<file path="src/rtl/ser2par_10b.sv">
// 1:10 deserializer with TMDS control-token word alignment (SEARCH/VERIFY/LOCKED).
// Optional slip statistics counter enabled by defining SER2PAR_10B_STAT_EN.
module ser2par_10b #(
  parameter int unsigned LOCK_CNT   = 4,
  parameter int unsigned UNLOCK_CNT = 8
) (
  input  logic       clk_i,
  input  logic       rst_n_i,
  input  logic       ser_data_i,
  input  logic       ser_valid_i,
  output logic [9:0] par_data_o,
  output logic       par_valid_o,
  output logic       locked_o
`ifdef SER2PAR_10B_STAT_EN
  ,
  output logic [15:0] slip_cnt_o
`endif
);

  typedef enum logic [1:0] {
    SEARCH = 2'd0,
    VERIFY = 2'd1,
    LOCKED = 2'd2
  } state_t;

  localparam logic [3:0] LOCK_THR   = 4'(LOCK_CNT);
  localparam logic [3:0] UNLOCK_THR = 4'(UNLOCK_CNT);

  state_t     state;
  logic [9:0] sr;
  logic [3:0] phase;
  logic [3:0] match_cnt;
  logic [3:0] miss_cnt;
  logic [9:0] window;
  logic       hit;
  logic       boundary;

  // The window includes the bit arriving this cycle, i.e. the next value of sr.
  assign window   = {ser_data_i, sr[9:1]};
  assign boundary = (phase == 4'd9);

  always_comb begin
    hit = 1'b0;
    if (window == 10'h354 || window == 10'h0AB ||
        window == 10'h154 || window == 10'h2AB)
      hit = 1'b1;
  end

  always_ff @(posedge clk_i or negedge rst_n_i) begin
    if (!rst_n_i) begin
      state       <= SEARCH;
      sr          <= '0;
      phase       <= '0;
      match_cnt   <= '0;
      miss_cnt    <= '0;
      par_data_o  <= '0;
      par_valid_o <= 1'b0;
      locked_o    <= 1'b0;
`ifdef SER2PAR_10B_STAT_EN
      slip_cnt_o  <= '0;
`endif
    end else begin
      par_valid_o <= 1'b0;
      if (ser_valid_i) begin
        sr    <= window;
        phase <= boundary ? 4'd0 : phase + 4'd1;
        case (state)
          SEARCH: begin
            // A token hit marks the bit as word bit 9; the next bit is bit 0.
            if (hit) begin
              phase <= 4'd0;
              if (LOCK_THR == 4'd1) begin
                state     <= LOCKED;
                locked_o  <= 1'b1;
                match_cnt <= '0;
              end else begin
                state     <= VERIFY;
                match_cnt <= 4'd1;
              end
            end
          end
          VERIFY: begin
            if (boundary) begin
              if (hit) begin
                if (match_cnt + 4'd1 == LOCK_THR) begin
                  state     <= LOCKED;
                  locked_o  <= 1'b1;
                  match_cnt <= '0;
                end else begin
                  match_cnt <= match_cnt + 4'd1;
                end
              end else begin
                state     <= SEARCH;
                match_cnt <= '0;
              end
            end
          end
          LOCKED: begin
            if (boundary) begin
              par_data_o  <= window;
              par_valid_o <= 1'b1;
              if (hit)
                miss_cnt <= '0;
            end else if (hit) begin
              if (miss_cnt + 4'd1 == UNLOCK_THR) begin
                state    <= SEARCH;
                locked_o <= 1'b0;
                miss_cnt <= '0;
`ifdef SER2PAR_10B_STAT_EN
                if (slip_cnt_o != 16'hFFFF)
                  slip_cnt_o <= slip_cnt_o + 16'd1;
`endif
              end else begin
                miss_cnt <= miss_cnt + 4'd1;
              end
            end
          end
          default: begin
            state     <= SEARCH;
            locked_o  <= 1'b0;
            match_cnt <= '0;
            miss_cnt  <= '0;
          end
        endcase
      end
    end
  end

endmodule
</file>
<file path="config.mk">
export PLATFORM = sky130hd
export DESIGN_NAME = ser2par_10b
export DESIGN_NICKNAME = d
export VERILOG_FILES = /design/src/rtl/ser2par_10b.sv
export SDC_FILE = /design/constraint.sdc
export NUM_CORES = 1
export LEC_CHECK = 0
export CAP_MARGIN = 20
export CORE_ASPECT_RATIO = 0.5
export CORE_MARGIN = 1
export CORE_UTILIZATION = 35
export CTS_CLUSTER_SIZE = 30
export DETAILED_ROUTE_END_ITERATION = 10
export GPL_ROUTABILITY_DRIVEN = 0
export SLEW_MARGIN = 40
export SYNTH_ARGS = -nofsm -noshare
export SYNTH_HDL_FRONTEND = slang
export SYNTH_SLANG_ARGS = --single-unit
</file>
<file path="constraint.sdc">
create_clock -name clk_i -period 2 [get_ports clk_i]
set_clock_uncertainty 0.05 [all_clocks]
set_input_delay 0.6 -clock clk_i [delete_from_list [all_inputs] [get_ports clk_i]]
set_output_delay 0.6 -clock clk_i [all_outputs]
set_load 0.03 [all_outputs]
</file>
* After elaboration in Yosys (flattened, before gate mapping)
Index checks and enable logic that the tools add are counted.
** Storage, ports and cells
- RAM bits :: 0
- Bits in latches :: 0
- Flip-flop bits (word level) :: 36
- ROM bits :: 0
- Memories :: 0
** Cells by class
- Multiply operators :: 0
- Bitwise gates (word level) :: 3
- Magnitude comparators :: 0
- Shift operators :: 0
- Muxes and demuxes :: 32
- Equality and inequality tests :: 17
- Reduce and logical (&&, ||, !) cells :: 10
- Div/mod/pow operators :: 0
- $add $sub $neg :: 3
** Operators by type and width (number)
- $mux W4 :: 11
- $eq A10 B10 Y1 const B :: 2
- $mux W2 :: 7
- $ne A2 B2 Y1 const B :: 7
- $add A4 B1 Y4 const B :: 3
- $pmux W4 S3 :: 1
- $eq A10 B8 Y1 const B :: 1
- $eq A10 B9 Y1 const B :: 1
- $mux W1 :: 10
- $eq A4 B4 Y1 const B :: 2
- $pmux W4 S2 :: 1
- $reduce_and A8 Y1 :: 1
- $reduce_and A7 Y1 :: 1
- $pmux W2 S3 :: 1
- $reduce_and A3 Y1 :: 2
- $eq A4 B3 Y1 const B :: 1
- $reduce_and A4 Y1 :: 1
- $logic_or A1 B1 Y1 :: 3
- $ne A3 B3 Y1 const B :: 1
- $not A1 Y1 :: 3
- $pmux W1 S3 :: 1
- $eq A2 B1 Y1 const B :: 1
- $eq A2 B2 Y1 const B :: 1
- $logic_not A2 Y1 :: 1
- $reduce_or A2 Y1 :: 1

* Depth between registers and ports, before layout
- Depth after elaboration :: 8
- Gate-level depth with buffers :: 7
- Mapped depth without buffers :: 6

* Worst setup path before layout
OpenSTA, ideal clock, no wires.
- Path type :: flip-flop to flip-flop
- Start point :: register sr[5]
- End point :: register miss_cnt[3]
- Required time :: 1.846 ns
- Clock period less this slack :: 1.809 ns
- Slack :: 0.191 ns
- Data arrival time :: 1.655 ns
- Cell stages (with the launch flop) :: 6
- Cells stage by stage :: dfrtp_1 > nand4bb_1 > or4_4 > a31o_4 > nand2b_4 > o41ai_2
** Between the ends
- Cells in the longest elaborated chain, start to end :: 7
- Elaborated cells between the ends (all ways) :: 10
- Classes of those cells :: eq/ne (5); mux (1); reduce/logical (4)
** Ends and longest elaborated chain
- from (decl) :: RTL line 30 : logic [9:0] sr;
- from (signal assigned) :: RTL line 65 : sr <= window;
- $eq A10 B10 Y1 / $eq A10 B8 Y1 (equally long branches) :: RTL line 44 : if (window == 10'h354 || window == 10'h0AB ||
- $logic_or A1 B1 Y1 (2 in a row) :: RTL line 44
- $logic_or A1 B1 Y1 (*) :: RTL line 45 : window == 10'h154 || window == 10'h2AB)
- $mux W1 (*) :: RTL line 44
- $ne A2 B2 Y1 (no line) (*)
- $reduce_and A3 Y1 (no line) (*)
- to (signal assigned) :: RTL line 114 : miss_cnt <= miss_cnt + 4'd1;
- to (decl) :: RTL line 33 : logic [3:0] miss_cnt;
Every way passes the cells marked *; elsewhere a longest branch is shown, timed or not.
A chain may end at the register's enable or synchronous reset.

* Worst setup path after layout
- Start point :: register par_data_o[0]
- End point :: output port par_data_o[0]
** RTL lines
- from (decl) :: RTL line 11 : output logic [9:0] par_data_o,
- from (signal assigned) :: RTL line 100 : par_data_o <= window;
No word-level cell between the ends.

==> results_dict.tcl <==
set metrics [dict create \
    status "completed" \
    switching_share_pct 34.6 \
    postPlaceCellArea_um2 2150 \
    start_util_pct 36.9 \
    port_buffers 15 \
    grt_first_pass_wirelength_mm 6.04 \
    area_growth_pct 24.8 \
    cp_slowest_stage_delay_ps 680 \
    power_frac_comb_pct 32.9 \
    wl_per_cell_um 13.3 \
    fin_nets 205 \
    setup_viol 0 \
    power.leakage_nw 1.05 \
    synthMuxAreaShare_pct 12.2 \
    hpwl_mm 2.51 \
    drive_above_1_share_pct 24.7 \
    grtUsageMet3_pct 4.31 \
    syn_inst 171 \
    fin_crit_sh_pct 98.3 \
    yosys-top-cells-count "dfrtp_1, mux2_2, nand2_1, o21ai_0, nand3_1" \
    min-delay-start "par_data_o[8]" \
    cts.reportedPaths.clkPinSlew_ps 80 \
    synthTopCellsByArea "dfrtp_1, mux2_2, o21ai_0" \
    first_pass_iters 4 \
    cp.required_ps 1350 \
    synth_area_um2 1840 \
    synthArstFlopShare_pct 100 \
    antenna_found_initial 0 \
    drt_iter0_drc 41 \
    period_minus_slack_ps 1970 \
    antenna_cells 0 \
    route.detailed.vias_per_inst 5.21 \
    synth_flop_cell "dfrtp_1" \
    hold_buffers 0 \
    die_y_um 53.2 \
    fillers 462 \
    vias 1396 \
    power_frac_clock_pct 23.3 \
    ys_ff_latch 35 \
    core_area_um2 4980 \
    track_usage_pct 14.3 \
    cts_buffers 5 \
    row_count 18 \
    critPathLaunch "par_data_o[0]" \
    busiest_layer "met2" \
    synth_seq_area_share_pct 47.7 \
    design_area_um2 2290 \
    synthesis.nets 179 \
    synthSimpleGateAreaFrac_pct 17.3 \
    cts_tree "built" \
    whs_ps 454 \
    cts_htree_levels 2 \
    drc 0 \
    crit_slowest_cell "clkdlybuf4s50_1" \
    hold_viol 0 \
    synth_enable_flop_cells 0 \
    ant_nets 0 \
    synth_most_common_cell "dfrtp_1" \
    crit_fanout 2 \
    worst-path-buf-inv 1 \
    ir_drop_v 0.000527 \
    criticalPathCategory "reg2out" \
    critical_path.top_delay_family "buffers and inverters" \
    cp-end-kind "output port" \
    r2r_start "sr[5]" \
    clk_latency_ps 290 \
    synthAdderAreaFrac_pct 2.72 \
    startpoint_type "register" \
    slew_headroom_pct 75.0 \
    wl_mm 3.57 \
    path_cells "clkdlybuf4s50_1" \
    synth_warnings 0 \
    cts_root_buffer "clkbuf_8" \
    netSwitchingPower_mw 0.825 \
    die_x_um 104 \
    ios 16 \
    synth_compound_area_share_pct 17.2 \
    powerDensity_nw_per_um2 1040 \
    power_mw 2.39 \
    cts_buffer_depth 2 \
    grt_use_met1_pct 18.7 \
    synth_area_leader_cell "dfrtp_1" \
    drv_slew 0 \
    place_inst 260 \
    die_area_um2 5560 \
    synth_top_family_by_area "simple AND/OR/NAND/NOR gates" \
    fmax_mhz 509 \
    grt_pass1_vias 1327 \
    gr-usage-met2_pct 22.7 \
    seq_power_share_pct 43.8 \
    internal_power_mw 1.56 \
    syn_avg_cell_area_um2 10.7 \
    synthDistinctLibCells 42 \
    final_cells 268 \
    rsz0062_at_grt "true" \
    overflow 0 \
    post-cts-setup-buffers 0 \
    drv_cap 0 \
    grt_max_degree 36 \
    worst-slew-pin-transition_ps 374 \
    synth_xor_xnor_area_share_pct 0 \
    arrival_ps 1320 \
    synth_top_area_share_pct 47.7 \
    hp-class "reg2reg" \
    clkSinkCount 35 \
]
==> routing by layer <==
layer,wire length [um],part of all wire [%]
met3,120,3.4
met2,1560,44
met5,0,0
met1,1840,52
met4,46,1.3
==> kinds of logic after synthesis <==
family,Yosys count
DFF,35
buffers and inverters,14
adders and majority gates,4
muxes,20
AOI/OAI and AO/OA,43
and+or+nand+nor,55
==> cells in the final DEF, fill, tap and decap left out, types with 2 or more instances in the layout <==
cell | netlist | final
nand2_1 | 14 | 14
o2bb2ai_1 | 3 | 3
nor3b_1 | 2 | 2
o22ai_1 | 2 | 2
o31ai_1 | 3 | 3
o21ai_0 | 14 | 14
mux2_2 | 19 | 19
buf_12 | 0 | 2
a21oi_1 | 4 | 4
ha_1 | 4 | 4
nor3_1 | 2 | 2
and3_1 | 2 | 2
a211oi_1 | 3 | 3
nand4_1 | 2 | 2
inv_1 | 6 | 6
nor4_1 | 2 | 2
nand3_1 | 10 | 10
nor2b_1 | 4 | 4
buf_4 | 0 | 9
clkbuf_8 | 0 | 6
dlymetal6s2s_1 | 0 | 10
nand2b_1 | 5 | 5
nor2_1 | 3 | 3
o41ai_2 | 2 | 2
a21bo_2 | 2 | 2
clkdlybuf4s50_1 | 0 | 5
dfrtp_1 | 35 | 35
nand3b_1 | 3 | 3
==> final cells by class <==
cell class | count | area [um2] | area share (%)
inverter | 7 | 26.3 | 1.15
multi-input combinational | 122 | 921 | 40.2
sequential | 35 | 876 | 38.2
timing repair buffer | 26 | 283 | 12.3
clock inverter | 2 | 16.3 | 0.710
tap | 70 | 87.6 | 3.82
clock buffer | 6 | 82.6 | 3.60
==> registers in the layout, summed over array words and instances, names as in the netlist <==
name,count
par_data_o,10
sr,9
match_cnt,4
miss_cnt,4
phase,4
state,2
locked_o,1
par_valid_o,1
==> power by group through the flow <==
stage	Sequential [mW]	Clock, mW	Combinational [mW]
2_1_floorplan	1.23	0	0.288
3_3_place_gp	1.05	0	0.789
3_5_place_dp	1.06	0	0.805
4_1_cts	1.05	0.573	0.806
5_1_grt	1.08	0.604	0.847
6_report	1.05	0.557	0.785
==> worst paths after layout <==
| kind | endpoint | slack [ps] | cells after the start |
|---|---|---|---|
| max reg2reg | phase[1] | 90 | 5 |
| min reg2reg | par_data_o[8] | 450 | 1 |
| max | par_data_o[0] | 30 | 1 |
| max in group asynchronous | match_cnt[2] | 1090 | 2 |
| min in group asynchronous | miss_cnt[2] | 620 | 2 |
| min | par_data_o[8] | 450 | 1 |
==> what timing repair did <==
item / 4_1_cts / 5_1_grt
gates resized for setup: 0 / 13
endpoints found under the setup margin: 0 / 17
endpoints found under the hold margin: 0 / 0
==> metrics by stage <==
| step | setup TNS (ps) | util (%) | worst slack [ps] |
|---|---|---|---|
| 6_report | 0 | 46.1 | 33.4 |
| 5_1_grt | -48.5 | 46.1 | -24.5 |
| 4_1_cts | 0 | 45.3 | 9.86 |
| 3_5_place_dp | -41.0 | 43.3 | -16.0 |
| 3_3_place_gp | 0 | 43.3 | 18.4 |
| 2_1_floorplan | 0 | - | 191 |
Power figures use the tool's default switching activity.
